`src/rtl/alk_carry_shift_ctl_pkg.sv`:
```
// Shared encodings for the ALP bitslice carry/shift/flag controller.
// Carry-in source, operand size, shift mode and condition-code bit slots.
package alk_pkg;

    localparam logic [1:0] ALK_CIN_ZERO  = 2'b00;
    localparam logic [1:0] ALK_CIN_ONE   = 2'b01;
    localparam logic [1:0] ALK_CIN_SAVE  = 2'b10;
    localparam logic [1:0] ALK_CIN_CFLAG = 2'b11;

    localparam logic [1:0] ALK_SZ_BYTE = 2'b00;
    localparam logic [1:0] ALK_SZ_WORD = 2'b01;
    localparam logic [1:0] ALK_SZ_LONG = 2'b10;

    localparam logic [1:0] ALK_SHF_ZERO  = 2'b00;
    localparam logic [1:0] ALK_SHF_ROT   = 2'b01;
    localparam logic [1:0] ALK_SHF_ARITH = 2'b10;
    localparam logic [1:0] ALK_SHF_LINK  = 2'b11;

    localparam int CC_N = 3;
    localparam int CC_Z = 2;
    localparam int CC_V = 1;
    localparam int CC_C = 0;

    // Pick the byte/word/long variant of a signal; size 1x means long.
    function automatic logic sz_pick(
        input logic [1:0] sz,
        input logic       b,
        input logic       w,
        input logic       l
    );
        logic r;
        r = l;
        if (sz == ALK_SZ_BYTE) r = b;
        if (sz == ALK_SZ_WORD) r = w;
        return r;
    endfunction

endpackage

```
`src/rtl/alk_carry_shift_ctl_if.sv`:
```
// Bitslice-array side bundle: carry lookahead, shift links, flags, counter.
// master = array/sequencer side, slave = alk_carry_shift_ctl.
interface alk_carry_shift_ctl_if #(
    parameter int CNT_W = 5
);
    logic [7:0]       p_l;
    logic [7:0]       g_l;
    logic [7:0]       aluc_l;
    logic [1:0]       cin_sel_h;
    logic             cy_save_en_h;
    logic [1:0]       d_size_h;
    logic [1:0]       shf_mode_h;
    logic             shf_dir_h;
    logic             a31_h;
    logic             a_so31_l;
    logic             a_so0_l;
    logic             q_so31_l;
    logic             q_so0_l;
    logic             a_si31_l;
    logic             a_si0_l;
    logic             q_si31_l;
    logic             q_si0_l;
    logic [3:0]       wmuxz_h;
    logic [3:0]       aluv_h;
    logic [2:0]       msb_h;
    logic             cc_en_h;
    logic [3:0]       cc_h;
    logic             cy_save_h;
    logic             cnt_load_h;
    logic [CNT_W-1:0] cnt_val_h;
    logic             cnt_dec_h;
    logic             cnt_zero_h;

    modport master (
        output p_l, g_l, cin_sel_h, cy_save_en_h, d_size_h,
        output shf_mode_h, shf_dir_h, a31_h,
        output a_so31_l, a_so0_l, q_so31_l, q_so0_l,
        output wmuxz_h, aluv_h, msb_h, cc_en_h,
        output cnt_load_h, cnt_val_h, cnt_dec_h,
        input  aluc_l, a_si31_l, a_si0_l, q_si31_l, q_si0_l,
        input  cc_h, cy_save_h, cnt_zero_h
    );

    modport slave (
        input  p_l, g_l, cin_sel_h, cy_save_en_h, d_size_h,
        input  shf_mode_h, shf_dir_h, a31_h,
        input  a_so31_l, a_so0_l, q_so31_l, q_so0_l,
        input  wmuxz_h, aluv_h, msb_h, cc_en_h,
        input  cnt_load_h, cnt_val_h, cnt_dec_h,
        output aluc_l, a_si31_l, a_si0_l, q_si31_l, q_si0_l,
        output cc_h, cy_save_h, cnt_zero_h
    );
endinterface

```
`src/rtl/alk_cla8.sv`:
```
// Eight-nibble carry lookahead over active-low generate/propagate.
// Ports: p_l/g_l nibble P/G (low), c0 carry-in, c[8:0] carries.
module alk_cla8 (
    input  logic [7:0] p_l,
    input  logic [7:0] g_l,
    input  logic       c0,
    output logic [8:0] c
);
    logic cy;

    always_comb begin
        cy   = c0;
        c    = '0;
        c[0] = c0;
        for (int i = 0; i < 8; i++) begin
            cy       = ~g_l[i] | (~p_l[i] & cy);
            c[i + 1] = cy;
        end
    end
endmodule

```
`src/rtl/alk_carry_shift_ctl.sv`:
```
// Carry, shift-link, condition-code and iteration-count control for ALP.
// Ports: qdck_l clock, init_l async reset (low), bus array-side bundle.
module alk_carry_shift_ctl
    import alk_pkg::*;
#(
    parameter int CNT_W = 5
) (
    input  logic                 qdck_l,
    input  logic                 init_l,
    alk_carry_shift_ctl_if.slave bus
);
    logic [8:0]       c;
    logic             c0;
    logic             co_sel;
    logic [3:0]       cc_q, cc_d;
    logic             cy_q, cy_d;
    logic [CNT_W-1:0] cnt_q, cnt_d;

    // Saved carry and C flag are taken pre-edge, so no comb loop.
    always_comb begin
        c0 = 1'b0;
        unique case (bus.cin_sel_h)
            ALK_CIN_ZERO:  c0 = 1'b0;
            ALK_CIN_ONE:   c0 = 1'b1;
            ALK_CIN_SAVE:  c0 = cy_q;
            ALK_CIN_CFLAG: c0 = cc_q[CC_C];
            default:       c0 = 1'b0;
        endcase
    end

    alk_cla8 u_cla (
        .p_l (bus.p_l),
        .g_l (bus.g_l),
        .c0  (c0),
        .c   (c)
    );

    assign bus.aluc_l = ~c[7:0];
    assign co_sel     = sz_pick(bus.d_size_h, c[2], c[4], c[8]);

    always_comb begin
        cy_d = cy_q;
        cc_d = cc_q;
        if (bus.cy_save_en_h) cy_d = co_sel;
        if (bus.cc_en_h) begin
            cc_d[CC_N] = sz_pick(bus.d_size_h, bus.msb_h[0],
                                 bus.msb_h[1], bus.msb_h[2]);
            cc_d[CC_Z] = sz_pick(bus.d_size_h, bus.wmuxz_h[0],
                                 &bus.wmuxz_h[1:0], &bus.wmuxz_h);
            cc_d[CC_V] = sz_pick(bus.d_size_h, bus.aluv_h[0],
                                 bus.aluv_h[1], bus.aluv_h[3]);
            cc_d[CC_C] = co_sel;
        end
    end

    // Load wins over decrement; decrement saturates at zero.
    always_comb begin
        cnt_d = cnt_q;
        if (bus.cnt_load_h) begin
            cnt_d = bus.cnt_val_h;
        end else if (bus.cnt_dec_h && (cnt_q != '0)) begin
            cnt_d = cnt_q - CNT_W'(1);
        end
    end

    always_ff @(posedge qdck_l or negedge init_l) begin
        if (!init_l) begin
            cc_q  <= '0;
            cy_q  <= 1'b0;
            cnt_q <= '0;
        end else begin
            cc_q  <= cc_d;
            cy_q  <= cy_d;
            cnt_q <= cnt_d;
        end
    end

    assign bus.cc_h       = cc_q;
    assign bus.cy_save_h  = cy_q;
    assign bus.cnt_zero_h = (cnt_q == '0);

    // Lines not fed for the current direction idle at 1 (inactive).
    always_comb begin
        bus.a_si31_l = 1'b1;
        bus.a_si0_l  = 1'b1;
        bus.q_si31_l = 1'b1;
        bus.q_si0_l  = 1'b1;
        unique case (bus.shf_mode_h)
            ALK_SHF_ROT: begin
                if (bus.shf_dir_h) begin
                    bus.a_si31_l = bus.a_so0_l;
                    bus.q_si31_l = bus.q_so0_l;
                end else begin
                    bus.a_si0_l = bus.a_so31_l;
                    bus.q_si0_l = bus.q_so31_l;
                end
            end
            ALK_SHF_ARITH: begin
                if (bus.shf_dir_h) bus.a_si31_l = ~bus.a31_h;
            end
            ALK_SHF_LINK: begin
                if (bus.shf_dir_h) begin
                    bus.a_si31_l = ~cy_q;
                    bus.q_si31_l = bus.a_so0_l;
                end else begin
                    bus.a_si0_l = bus.q_so31_l;
                    bus.q_si0_l = ~c[8];
                end
            end
            default: ;
        endcase
    end
endmodule

```
`src/flat_wrapper.sv`:
```
// flat-port wrapper written by rule: the top's interface ports become plain ports
module alk_carry_shift_ctl_flat import alk_pkg::*;
#(
    parameter int CNT_W = 5
)
  (qdck_l, init_l, bus_p_l, bus_g_l, bus_cin_sel_h, bus_cy_save_en_h, bus_d_size_h, bus_shf_mode_h, bus_shf_dir_h, bus_a31_h, bus_a_so31_l, bus_a_so0_l, bus_q_so31_l, bus_q_so0_l, bus_wmuxz_h, bus_aluv_h, bus_msb_h, bus_cc_en_h, bus_cnt_load_h, bus_cnt_val_h, bus_cnt_dec_h, bus_aluc_l, bus_a_si31_l, bus_a_si0_l, bus_q_si31_l, bus_q_si0_l, bus_cc_h, bus_cy_save_h, bus_cnt_zero_h);
  alk_carry_shift_ctl_if #(.CNT_W(CNT_W)) bus_i ();
  input  logic qdck_l;
  input  logic init_l;
  input wire logic [$bits(bus_i.p_l)-1:0] bus_p_l;
  input wire logic [$bits(bus_i.g_l)-1:0] bus_g_l;
  input wire logic [$bits(bus_i.cin_sel_h)-1:0] bus_cin_sel_h;
  input wire logic [$bits(bus_i.cy_save_en_h)-1:0] bus_cy_save_en_h;
  input wire logic [$bits(bus_i.d_size_h)-1:0] bus_d_size_h;
  input wire logic [$bits(bus_i.shf_mode_h)-1:0] bus_shf_mode_h;
  input wire logic [$bits(bus_i.shf_dir_h)-1:0] bus_shf_dir_h;
  input wire logic [$bits(bus_i.a31_h)-1:0] bus_a31_h;
  input wire logic [$bits(bus_i.a_so31_l)-1:0] bus_a_so31_l;
  input wire logic [$bits(bus_i.a_so0_l)-1:0] bus_a_so0_l;
  input wire logic [$bits(bus_i.q_so31_l)-1:0] bus_q_so31_l;
  input wire logic [$bits(bus_i.q_so0_l)-1:0] bus_q_so0_l;
  input wire logic [$bits(bus_i.wmuxz_h)-1:0] bus_wmuxz_h;
  input wire logic [$bits(bus_i.aluv_h)-1:0] bus_aluv_h;
  input wire logic [$bits(bus_i.msb_h)-1:0] bus_msb_h;
  input wire logic [$bits(bus_i.cc_en_h)-1:0] bus_cc_en_h;
  input wire logic [$bits(bus_i.cnt_load_h)-1:0] bus_cnt_load_h;
  input wire logic [$bits(bus_i.cnt_val_h)-1:0] bus_cnt_val_h;
  input wire logic [$bits(bus_i.cnt_dec_h)-1:0] bus_cnt_dec_h;
  output wire logic [$bits(bus_i.aluc_l)-1:0] bus_aluc_l;
  output wire logic [$bits(bus_i.a_si31_l)-1:0] bus_a_si31_l;
  output wire logic [$bits(bus_i.a_si0_l)-1:0] bus_a_si0_l;
  output wire logic [$bits(bus_i.q_si31_l)-1:0] bus_q_si31_l;
  output wire logic [$bits(bus_i.q_si0_l)-1:0] bus_q_si0_l;
  output wire logic [$bits(bus_i.cc_h)-1:0] bus_cc_h;
  output wire logic [$bits(bus_i.cy_save_h)-1:0] bus_cy_save_h;
  output wire logic [$bits(bus_i.cnt_zero_h)-1:0] bus_cnt_zero_h;
  assign bus_i.p_l = bus_p_l;
  assign bus_i.g_l = bus_g_l;
  assign bus_i.cin_sel_h = bus_cin_sel_h;
  assign bus_i.cy_save_en_h = bus_cy_save_en_h;
  assign bus_i.d_size_h = bus_d_size_h;
  assign bus_i.shf_mode_h = bus_shf_mode_h;
  assign bus_i.shf_dir_h = bus_shf_dir_h;
  assign bus_i.a31_h = bus_a31_h;
  assign bus_i.a_so31_l = bus_a_so31_l;
  assign bus_i.a_so0_l = bus_a_so0_l;
  assign bus_i.q_so31_l = bus_q_so31_l;
  assign bus_i.q_so0_l = bus_q_so0_l;
  assign bus_i.wmuxz_h = bus_wmuxz_h;
  assign bus_i.aluv_h = bus_aluv_h;
  assign bus_i.msb_h = bus_msb_h;
  assign bus_i.cc_en_h = bus_cc_en_h;
  assign bus_i.cnt_load_h = bus_cnt_load_h;
  assign bus_i.cnt_val_h = bus_cnt_val_h;
  assign bus_i.cnt_dec_h = bus_cnt_dec_h;
  assign bus_aluc_l = bus_i.aluc_l;
  assign bus_a_si31_l = bus_i.a_si31_l;
  assign bus_a_si0_l = bus_i.a_si0_l;
  assign bus_q_si31_l = bus_i.q_si31_l;
  assign bus_q_si0_l = bus_i.q_si0_l;
  assign bus_cc_h = bus_i.cc_h;
  assign bus_cy_save_h = bus_i.cy_save_h;
  assign bus_cnt_zero_h = bus_i.cnt_zero_h;
  alk_carry_shift_ctl #(.CNT_W(CNT_W)) u_core (.qdck_l(qdck_l), .init_l(init_l), .bus(bus_i));
endmodule
```
`config.mk`:
```
export PLATFORM = sky130hd
export DESIGN_NAME = alk_carry_shift_ctl_flat
export DESIGN_NICKNAME = d
export VERILOG_FILES = /design/src/rtl/alk_carry_shift_ctl_pkg.sv /design/src/rtl/alk_carry_shift_ctl_if.sv /design/src/rtl/alk_cla8.sv /design/src/rtl/alk_carry_shift_ctl.sv /design/src/flat_wrapper.sv
export SDC_FILE = /design/constraint.sdc
export NUM_CORES = 1
export LEC_CHECK = 0
export ABC_AREA = 1
export CAP_MARGIN = 10
export CORE_ASPECT_RATIO = 0.9
export CORE_MARGIN = 2
export CORE_UTILIZATION = 31
export DETAILED_ROUTE_END_ITERATION = 8
export HOLD_SLACK_MARGIN = 0.08
export MAX_ROUTING_LAYER = met4
export PLACE_DENSITY = 0.79
export SLEW_MARGIN = 20
export SYNTH_ARGS = -nofsm -noshare
export SYNTH_HDL_FRONTEND = slang
export SYNTH_SLANG_ARGS = --single-unit
export TNS_END_PERCENT = 30
```
`constraint.sdc`:
```
create_clock -name qdck_l -period 2.4 [get_ports qdck_l]
set_input_delay 0.36 -clock qdck_l [delete_from_list [all_inputs] [get_ports qdck_l]]
set_output_delay 0.36 -clock qdck_l [all_outputs]
set_load 0.01 [all_outputs]
```
==> flow_metrics.tcl, run 1 <==
set metrics [dict create \
    antenna_left 0 \
    numCtsBuffers 3 \
    routedWlPerCell_um 11.2 \
    postPlaceCellArea_um2 1540 \
    ios 68 \
    viasPerCell 4.66 \
    rsz0062_at_grt "true" \
    period_needed_ns 2.46 \
    drc 0 \
    path_max_fanout 2 \
    grt_pass1_wl_um 4490 \
    grt_start_max_net_pins 11 \
    ys_seq_area_share_pct 31.4 \
    rows 17 \
    cts_max_level 1 \
    drt_wl_total_um 2720 \
    drv_cap 0 \
    drtPass1Iterations 5 \
    first_iter_violations 30 \
    yosys_warnings 0 \
    slew_headroom_pct 71.5 \
    synthAdderAreaFrac_pct 3.14 \
    critPathMostFrequentCell "nand2_1" \
    holdWs_ns 0.399 \
    synth_seq_cells 10 \
    tightest_slew_ns 0.426 \
    finalSetupTns_ns -0.0562 \
    fillCellCount 205 \
    violations "negative setup slack" \
    grt_pass1_vias 1138 \
    p_total_uw 648 \
    cp.arrival_ns 2.10 \
    tritoncts "built" \
    synthMuxAreaShare_pct 0 \
    maxSlewViolCount 0 \
    yosys.area_share.simple_pct 30.6 \
    syn_area_um2 797 \
    final_area_um2 1670 \
    path_delay_family "simple AND/OR/NAND/NOR gates" \
    design.core.area_um2 2450 \
    grt-ovfl-total 0 \
    crit_required_ns 2.04 \
    setup_viol 1 \
    place.gp.congestion 0.964 \
    die_y_um 52.1 \
    end_kind "output pin" \
    port_buffers 66 \
    fin_ws_ns -0.0562 \
    synth_cell_type_count 18 \
    final_layout_size_suffix_gt1_share_pct 15.8 \
    syn_nets 183 \
    syn_inst 131 \
    seqCellArea_um2 250 \
    peakVddDrop_uv 376 \
    fp.dieW_um 57.4 \
    power.leakage_uw 0.000910 \
    worst_path_max_delay_cell "dfrtp_1" \
    finalHoldViolCount 0 \
    run_status "complete, but fails checks" \
    path_buf_inv 1 \
    clkSlewWorstSetupHoldPaths_ns 0.06 \
    max_stage_delay_ns 0.38 \
    path_class "register to output pin" \
    area_delta_synth_final_pct 110 \
    min_period_over_period_pct 102 \
    fmax_mhz 407 \
    cts_hold_buf 0 \
    hold_path.class "primary input to asynchronous set/reset pin" \
    synth-compound-area-share_pct 17.7 \
    antenna_found_initial 0 \
    insertedDiodeCount 0 \
    dieArea_um2 2990 \
    clockRootBuffer "clkbuf_4" \
    via_count 1133 \
    track_usage_pct 19.4 \
    powerDensity_nw_per_um2 388 \
    clockBufferDepth 2 \
    synth_area_per_cell_um2 6.08 \
    multi_input_area_um2 459 \
    startpoint_type "register" \
    cts_sinks 10 \
    hpwl_um 2220 \
    layout.nets 268 \
    path_cells "nand2_1 -> nand2_2 -> nand3_2 -> nand2_2 -> nand2_1 -> nand2_1 -> nand2_1 -> nand2_1 -> nand2_1 -> nand2_2 -> nand2_1 -> nand2_1 -> nand2_1 -> nand2_2 -> nand2_2 -> nand2_2 -> nand2_2 -> nand2_2 -> a22oi_2 -> buf_2" \
    synth_xor_area_share_pct 1.10 \
    fin_skew_ns 0.000286 \
    synth_top_family_by_area "simple AND/OR/NAND/NOR gates" \
    start_util_pct 32.6 \
    pre_cts_ws_ns -0.566 \
    clock_latency_ns 0.26 \
]
worst register-to-register path: stages, from the launching register on:
cell     delay, ns
dfrtp_1       0.38
nand2_1       0.08
nand2_2       0.06
nand3_2       0.07
nand2_2       0.05
nand2_1       0.06
nand2_1       0.06
nand2_1       0.07
nand2_1       0.06
nand2_1       0.09
nand2_2       0.06
nand2_1       0.06
nand2_1       0.06
nand2_1       0.07
nand2_2       0.06
nand2_2       0.06
nand2_2       0.05
nand2_2       0.06
nand2_2       0.05
buf_4         0.13
buf_4         0.12
buf_4         0.12
nand2_2       0.05
nand2_2       0.06
nand2_1       0.06
nand2_1       0.04
repair_timing:
item	CTS	global route
setup endpoints to repair	5	9
cloned	0	0
buffers inserted	4	4
pin swaps	6	16
gates resized for setup	10	19
flip-flops by register name (all words and copies together), names as in the netlist:
signal,count
u_core.bus.cc_h,4
u_core.bus.cy_save_h,1
u_core.cnt_q,5
per-stage QoR:
| step | instances | util [%] |
|---|---|---|
| final | 243 | 68.3 |
| after global routing | 243 | 68.3 |
| after CTS | 239 | 65.3 |
| after detailed placement | 231 | 62.9 |
| after global placement | 231 | 62.9 |
| after floorplan | 131 | - |
kinds of logic after synthesis:
| logic type | after synthesis |
|---|---|
| AO/OA/AOI/OAI | 23 |
| flip-flops | 10 |
| adder cells (fa/ha/maj) | 2 |
| AND/OR/NAND/NOR | 61 |
| buffers and inverters | 34 |
| XOR/XNOR | 1 |
path summary, 6_finish.rpt:
check / from / to / slack (ns) / depth (start not counted)
setup / recovery: u_core.bus.cy_save_h / bus_q_si0_l / -0.06 / 20
hold / removal: init_l / u_core.cnt_q[2] / 0.40 / 1
setup reg to reg: u_core.bus.cy_save_h / u_core.bus.cc_h[0] / 0.20 / 25
hold reg to reg: u_core.bus.cc_h[2] / u_core.bus.cc_h[2] / 0.50 / 2
max in group asynchronous: init_l / u_core.bus.cc_h[3] / 1.71 / 1
min in group qdck_l: u_core.bus.cc_h[2] / u_core.bus.cc_h[2] / 0.50 / 2
area by class of cell:
type,count,area share (%)
clock buffer,4,2.17
inverter,34,7.63
multi-input combinational,87,27.5
sequential,10,15.0
tap,28,2.10
timing repair buffer,80,45.7
routing by layer:
layer	track usage, %	vias up	wire length (µm)
met5	-	-	0
met4	3.49	0	40
met3	2.99	8	203
met2	38.6	53	1470
met1	20.4	496	1010
li1	-	576	-
cells in the mapped netlist (all sizes together):
cell	n	area share, %
ha	2	3.1
a21oi	7	4.4
nand3	7	4.4
xor2	1	1.1
o31ai	1	0.94
o21ai	6	3.8
o22ai	1	0.79
inv	34	16
a22oi	3	2.8
nand2	41	20
a221oi	1	1.1
o221ai	1	1.1
o211ai	3	2.8
or3	1	0.79
nor2	11	5.2
nor3	1	0.63
dfrtp	10	31
power breakdown:
part           leakage [µW]  total (µW)  internal [µW]  switching, µW
sequential         0.000120         204            191           12.7
combinational      0.000769         296            170            126
clock             0.0000210         149           92.1           56.5
total              0.000910         648            453            195
cell usage in the layout, fill, tap and decap left out, types with 2 or more instances in the layout:
cell type        instances
a21oi_1                  7
a22oi_1                  2
buf_4                   14
clkbuf_4                 3
clkdlybuf4s50_1         55
dfrtp_1                 10
dlygate4sd2_1            4
dlymetal6s2s_1           5
ha_1                     2
inv_1                   34
nand2_1                 31
nand2_2                 10
nand3_1                  5
nand3_2                  2
nor2_1                  10
o211ai_1                 3
o21ai_0                  6
Note: power is estimated with default switching activity, not from simulation.
==> run 2: changes to the inputs <==
--- a/config.mk
+++ b/config.mk
@@ -11,6 +11,7 @@
 export CORE_MARGIN = 2
 export CORE_UTILIZATION = 31
 export DETAILED_ROUTE_END_ITERATION = 8
+export GPL_TIMING_DRIVEN = 0
 export HOLD_SLACK_MARGIN = 0.08
 export MAX_ROUTING_LAYER = met4
 export PLACE_DENSITY = 0.79
==> run 2 against run 1 <==
The flow still finishes with violations (negative setup slack). Critical path depth is the same. Clock power rose by 4%. Hold slack worse by 0.0079 ns. Count of clock-buffer cells in the layout stayed put. Combinational power shrank 6%. Power decreased by 1.6%. Global-route usage grew 0.45 points. Clock skew grew 0.0035 ns. Cell count decreased by 4.1%. Sequential power hardly changed.
==> flow_metrics.tcl, run 2 (synthesis gave the netlist of run 1 again) <==
set metrics [dict create \
    run_status "complete, but fails checks" \
    violations "negative setup slack" \
    final_common_cell "clkdlybuf4s50_1" \
    clkPwrFrac_pct 24.3 \
    cts_sinks 10 \
    cts_hold_buf 0 \
    powerDensity_nw_per_um2 403 \
    fin_util_pct 64.7 \
    clockBufferDepth 2 \
    hpwl_um 2240 \
    track_usage_pct 19.9 \
    grt_pass1_wl_um 4440 \
    drt_wl_total_um 2690 \
    drc 0 \
    final_layout_size_suffix_gt1_share_pct 11.2 \
    design.core.area_um2 2450 \
    crit_required_ns 2.04 \
    routedWlPerCell_um 11.5 \
    min_period_over_period_pct 100 \
    p_total_uw 638 \
    start_util_pct 32.6 \
    clkSlewWorstSetupHoldPaths_ns 0.07 \
    fin_skew_ns 0.00381 \
    fp.dieW_um 57.4 \
    postPlaceCellArea_um2 1490 \
    pwr-share-comb_pct 43.7 \
    fmax_mhz 415 \
    path_class "register to output pin" \
    end_kind "output pin" \
    drtPass1Iterations 4 \
    tightest_slew_ns 0.442 \
    rsz0062_at_grt "true" \
    grt_pass1_vias 1074 \
    antenna_found_initial 0 \
    period_needed_ns 2.41 \
    place.gp.congestion 0.950 \
    clock_latency_ns 0.28 \
    hold_path.class "primary input to asynchronous set/reset pin" \
    port_buffers 66 \
    path_max_fanout 3 \
    insertedDiodeCount 0 \
    final_area_um2 1580 \
    power.switching_uw 197 \
    regMostFlops "u_core.cnt_q" \
    p_int_uw 441 \
    clockRootBuffer "clkbuf_4" \
    via_count 1089 \
    maxSlewViolCount 0 \
    cts_max_level 1 \
    power.leakage_uw 0.000814 \
    grt-ovfl-total 0 \
    viasPerCell 4.67 \
    fin_ws_ns -0.00829 \
    peakVddDrop_uv 334 \
    switching_share_pct 30.9 \
    rows 17 \
    grt_start_max_net_pins 11 \
    ios 68 \
    tritoncts "built" \
    layout.nets 258 \
    dieArea_um2 2990 \
    finalHoldViolCount 0 \
    drv_cap 0 \
    die_y_um 52.1 \
    numCtsBuffers 3 \
    setup_viol 1 \
    area_delta_synth_final_pct 98.4 \
    first_iter_violations 37 \
    layout_common_cells "clkdlybuf4s50_1 (58), inv_1 (34), nand2_1 (30)" \
    largest_register_ffs 5 \
    antenna_left 0 \
    startpoint_type "register" \
    seqPwrFrac_pct 32.1 \
    cp.arrival_ns 2.05 \
    slew_headroom_pct 70.5 \
]
-- run 2: final timing paths --
check	start	endpoint	slack [ns]	cells after the start
max in group asynchronous	init_l	u_core.cnt_q[3]	1.70	1
min in group qdck_l	u_core.bus.cc_h[2]	u_core.bus.cc_h[2]	0.50	2
worst min-delay path	init_l	u_core.bus.cc_h[3]	0.39	1
worst min register to register	u_core.bus.cc_h[2]	u_core.bus.cc_h[2]	0.50	2
worst max register to register	u_core.bus.cc_h[0]	u_core.bus.cy_save_h	0.53	22
worst max-delay path	u_core.bus.cc_h[0]	bus_q_si0_l	-0.008	20
-- run 2: power groups by stage --
stage / registers (µW) / clock network, µW / logic (µW)
after floorplan: 210 / 0 / 102
after global placement: 209 / 0 / 252
after detailed placement: 210 / 0 / 262
after CTS: 205 / 158 / 264
after global routing: 208 / 165 / 308
final: 205 / 155 / 279
-- run 2: repair_timing --
item	in CTS	in global routing
setup endpoints to repair	6	5
pin swaps	1	5
setup buffers	1	3
resized for setup	12	14
-- run 2: through the flow --
step / cells / worst slack [ns] / TNS, ns / hold WS (ns)
2_1_floorplan: 131 / 0.416 / 0 / 0.0644
3_3_place_gp: 225 / -0.569 / -1.16 / 0.481
5_1_grt: 233 / -0.258 / -0.350 / 0.434
3_5_place_dp: 225 / -0.613 / -1.38 / 0.476
4_1_cts: 230 / -0.0667 / -0.0933 / 0.397
6_report: 233 / -0.00829 / -0.00829 / 0.391
-- run 2: metal layers --
metal / vias to the layer above / routed length [µm] / GRT usage (%)
li1: 555 / - / -
met1: 489 / 1000 / 20.3
met2: 38 / 1450 / 38.3
met3: 7 / 181 / 4.23
met4: 0 / 51 / 5.81
met5: - / 0 / -
-- run 2: cell type report --
class	instances	area, µm²
fillers	230	865
repair buffers	70	678
multi-input cells	87	454
flip-flops and latches	10	250
inverters	34	128
clock buffers	4	36.3
well taps	28	35.0
-- run 2: worst max-delay path, cell delays in order, from the launching register on --
cell     delay (ns)
dfrtp_1        0.38
inv_1          0.06
nand3_2        0.07
nand3_1        0.09
nand2_1        0.06
nand2_1        0.06
nand2_1        0.07
nand2_1        0.08
nand2_2        0.06
nand2_2        0.06
nand2_2        0.07
nand2_2        0.06
nand2_2        0.05
nand2_2        0.06
nand2_2        0.05
nand2_2        0.06
nand2_2        0.05
nand2_2        0.05
nand2_2        0.06
a22oi_2        0.11
buf_2          0.15
==> run 3: changes to the inputs <==
--- a/config.mk
+++ b/config.mk
@@ -15,8 +15,9 @@
 export HOLD_SLACK_MARGIN = 0.08
 export MAX_ROUTING_LAYER = met4
 export PLACE_DENSITY = 0.79
+export RECOVER_POWER = 100
 export SLEW_MARGIN = 20
 export SYNTH_ARGS = -nofsm -noshare
 export SYNTH_HDL_FRONTEND = slang
 export SYNTH_SLANG_ARGS = --single-unit
-export TNS_END_PERCENT = 30
+export TNS_END_PERCENT = 5
==> run 3 against run 2 <==
The flow still finishes with violations (negative setup slack). Setup slack hardly changed. Clock power barely moved. Register-to-register slack about the same. Power decreased by 0.44%. Critical endpoint unchanged. Largest cell class unchanged.
==> flow_metrics.tcl, run 3 (synthesis gave the netlist of run 1 again) <==
set metrics [dict create \
    clkSlewWorstSetupHoldPaths_ns 0.07 \
    final_common_cell "clkdlybuf4s50_1" \
    period_needed_ns 2.41 \
    ios 68 \
    timing.rr.end "u_core.bus.cy_save_h" \
    cts_sinks 10 \
    rrSetupSlack_ns 0.53 \
    max_stage_delay_ns 0.38 \
    insertedDiodeCount 0 \
    grt-ovfl-total 0 \
    tightest_slew_ns 0.446 \
    startpoint_type "register" \
    port_buffers 66 \
    cts_hold_buf 0 \
    final_layout_size_suffix_gt1_share_pct 11.2 \
    timing.rr.start "u_core.bus.cc_h[0]" \
    fin_skew_ns 0.00376 \
    rsz0062_at_grt "true" \
    clock_latency_ns 0.28 \
    die_y_um 52.1 \
    grt_pass1_vias 1074 \
    grt_start_max_net_pins 11 \
    numCtsBuffers 3 \
    fmax_mhz 415 \
    layout_common_cells "clkdlybuf4s50_1 (53), inv_1 (34), nand2_1 (30)" \
    clockBufferDepth 2 \
    rows 17 \
    slew_headroom_pct 70.1 \
    path_delay_family "simple AND/OR/NAND/NOR gates" \
    fin_ws_ns -0.00823 \
    finalHoldViolCount 0 \
    fillCellCount 230 \
    path_cells "inv_1 -> nand3_2 -> nand3_1 -> nand2_1 -> nand2_1 -> nand2_1 -> nand2_1 -> nand2_2 -> nand2_2 -> nand2_2 -> nand2_2 -> nand2_2 -> nand2_2 -> nand2_2 -> nand2_2 -> nand2_2 -> nand2_2 -> nand2_2 -> a22oi_2 -> buf_2" \
    end_kind "output pin" \
    cp.arrival_ns 2.05 \
    pre_cts_ws_ns -0.613 \
    drv_cap 0 \
    maxSlewViolCount 0 \
    multi_input_area_um2 454 \
    hpwl_um 2240 \
    viasPerCell 4.67 \
    setup_viol 1 \
    design.core.area_um2 2450 \
    fin_util_pct 64.7 \
    largest_register_ffs 5 \
    via_count 1089 \
    start_util_pct 32.6 \
    hold_path.class "primary input to asynchronous set/reset pin" \
    violations "negative setup slack" \
    layout.nets 258 \
    dieArea_um2 2990 \
    path_max_fanout 3 \
    crit_required_ns 2.04 \
    grt_pass1_wl_um 4440 \
    area_delta_synth_final_pct 98.4 \
    routedWlPerCell_um 11.5 \
    seqCellArea_um2 250 \
    worst_path_max_delay_cell "dfrtp_1" \
    antenna_left 0 \
    drc 0 \
    powerDensity_nw_per_um2 402 \
    tritoncts "built" \
    clockRootBuffer "clkbuf_4" \
    path_class "register to output pin" \
    cts_max_level 1 \
    drtPass1Iterations 4 \
    drt_wl_total_um 2690 \
    fp.dieW_um 57.4 \
    power.leakage_uw 0.000817 \
    min_period_over_period_pct 100 \
    run_status "complete, but fails checks" \
    antenna_found_initial 0 \
    first_iter_violations 37 \
    rr_worst_depth 22 \
    place.gp.congestion 0.950 \
    regMostFlops "u_core.cnt_q" \
    critPathMostFrequentCell "nand2_2" \
    track_usage_pct 19.9 \
    path_buf_inv 2 \
    peakVddDrop_uv 333 \
]
==> run 3: cell count changes in the layout (fill, tap and decap cells not counted), sizes merged <==
cell           change
clkdlybuf4s50      -5
dlygate4sd3        +5
==> run 3: layer usage <==
metal / GRT usage [%] / routed length [µm] / vias to the layer above
met5: - / 0 / -
met1: 20.3 / 1000 / 489
met4: 5.81 / 51 / 0
met2: 38.3 / 1450 / 38
met3: 4.23 / 181 / 7
li1: - / - / 555
==> run 3: worst max path at each step <==
stage               slack (ns)  cells past startpoint     endpoint            startpoint
floorplan                 0.42                     19  bus_q_si0_l  u_core.bus.cy_save_h
global placement         -0.57                     20  bus_q_si0_l      bus_cin_sel_h[1]
detailed placement       -0.61                     20  bus_q_si0_l      bus_cin_sel_h[1]
CTS                      -0.07                     20  bus_q_si0_l  u_core.bus.cy_save_h
global route             -0.26                     20  bus_q_si0_l  u_core.bus.cy_save_h
finish                  -0.008                     20  bus_q_si0_l    u_core.bus.cc_h[0]
==> run 3: final cells by class <==
class | count | area share (%)
sequential | 10 | 15.8
inverter | 34 | 8.07
multi-input combinational | 87 | 28.7
tap | 28 | 2.22
timing repair buffer | 70 | 42.9
clock buffer | 4 | 2.29
==> run 3: what timing repair did <==
item | 4_1_cts | 5_1_grt
endpoints found under the setup margin | 6 | 5
gates resized for setup | 12 | 14
setup buffers | 1 | 3
pin swaps | 1 | 5
==> run 3: power by group <==
group	total, µW	switching, µW	internal (µW)	leakage (µW)
sequential	205	13.3	191	0.000120
combinational	276	121	155	0.000676
clock	155	62.5	92.4	0.0000210
==> run 3: stage by stage <==
step / cell area [µm²] / power [µW] / TNS (ns) / hold slack [ns] / cells
2_1_floorplan: 797 / 312 / 0 / 0.0644 / 131
3_3_place_gp: 1490 / 460 / -1.16 / 0.481 / 225
3_5_place_dp: 1490 / 472 / -1.38 / 0.476 / 225
4_1_cts: 1530 / 627 / -0.0933 / 0.397 / 230
5_1_grt: 1580 / 678 / -0.350 / 0.504 / 233
6_report: 1580 / 635 / -0.00823 / 0.461 / 233
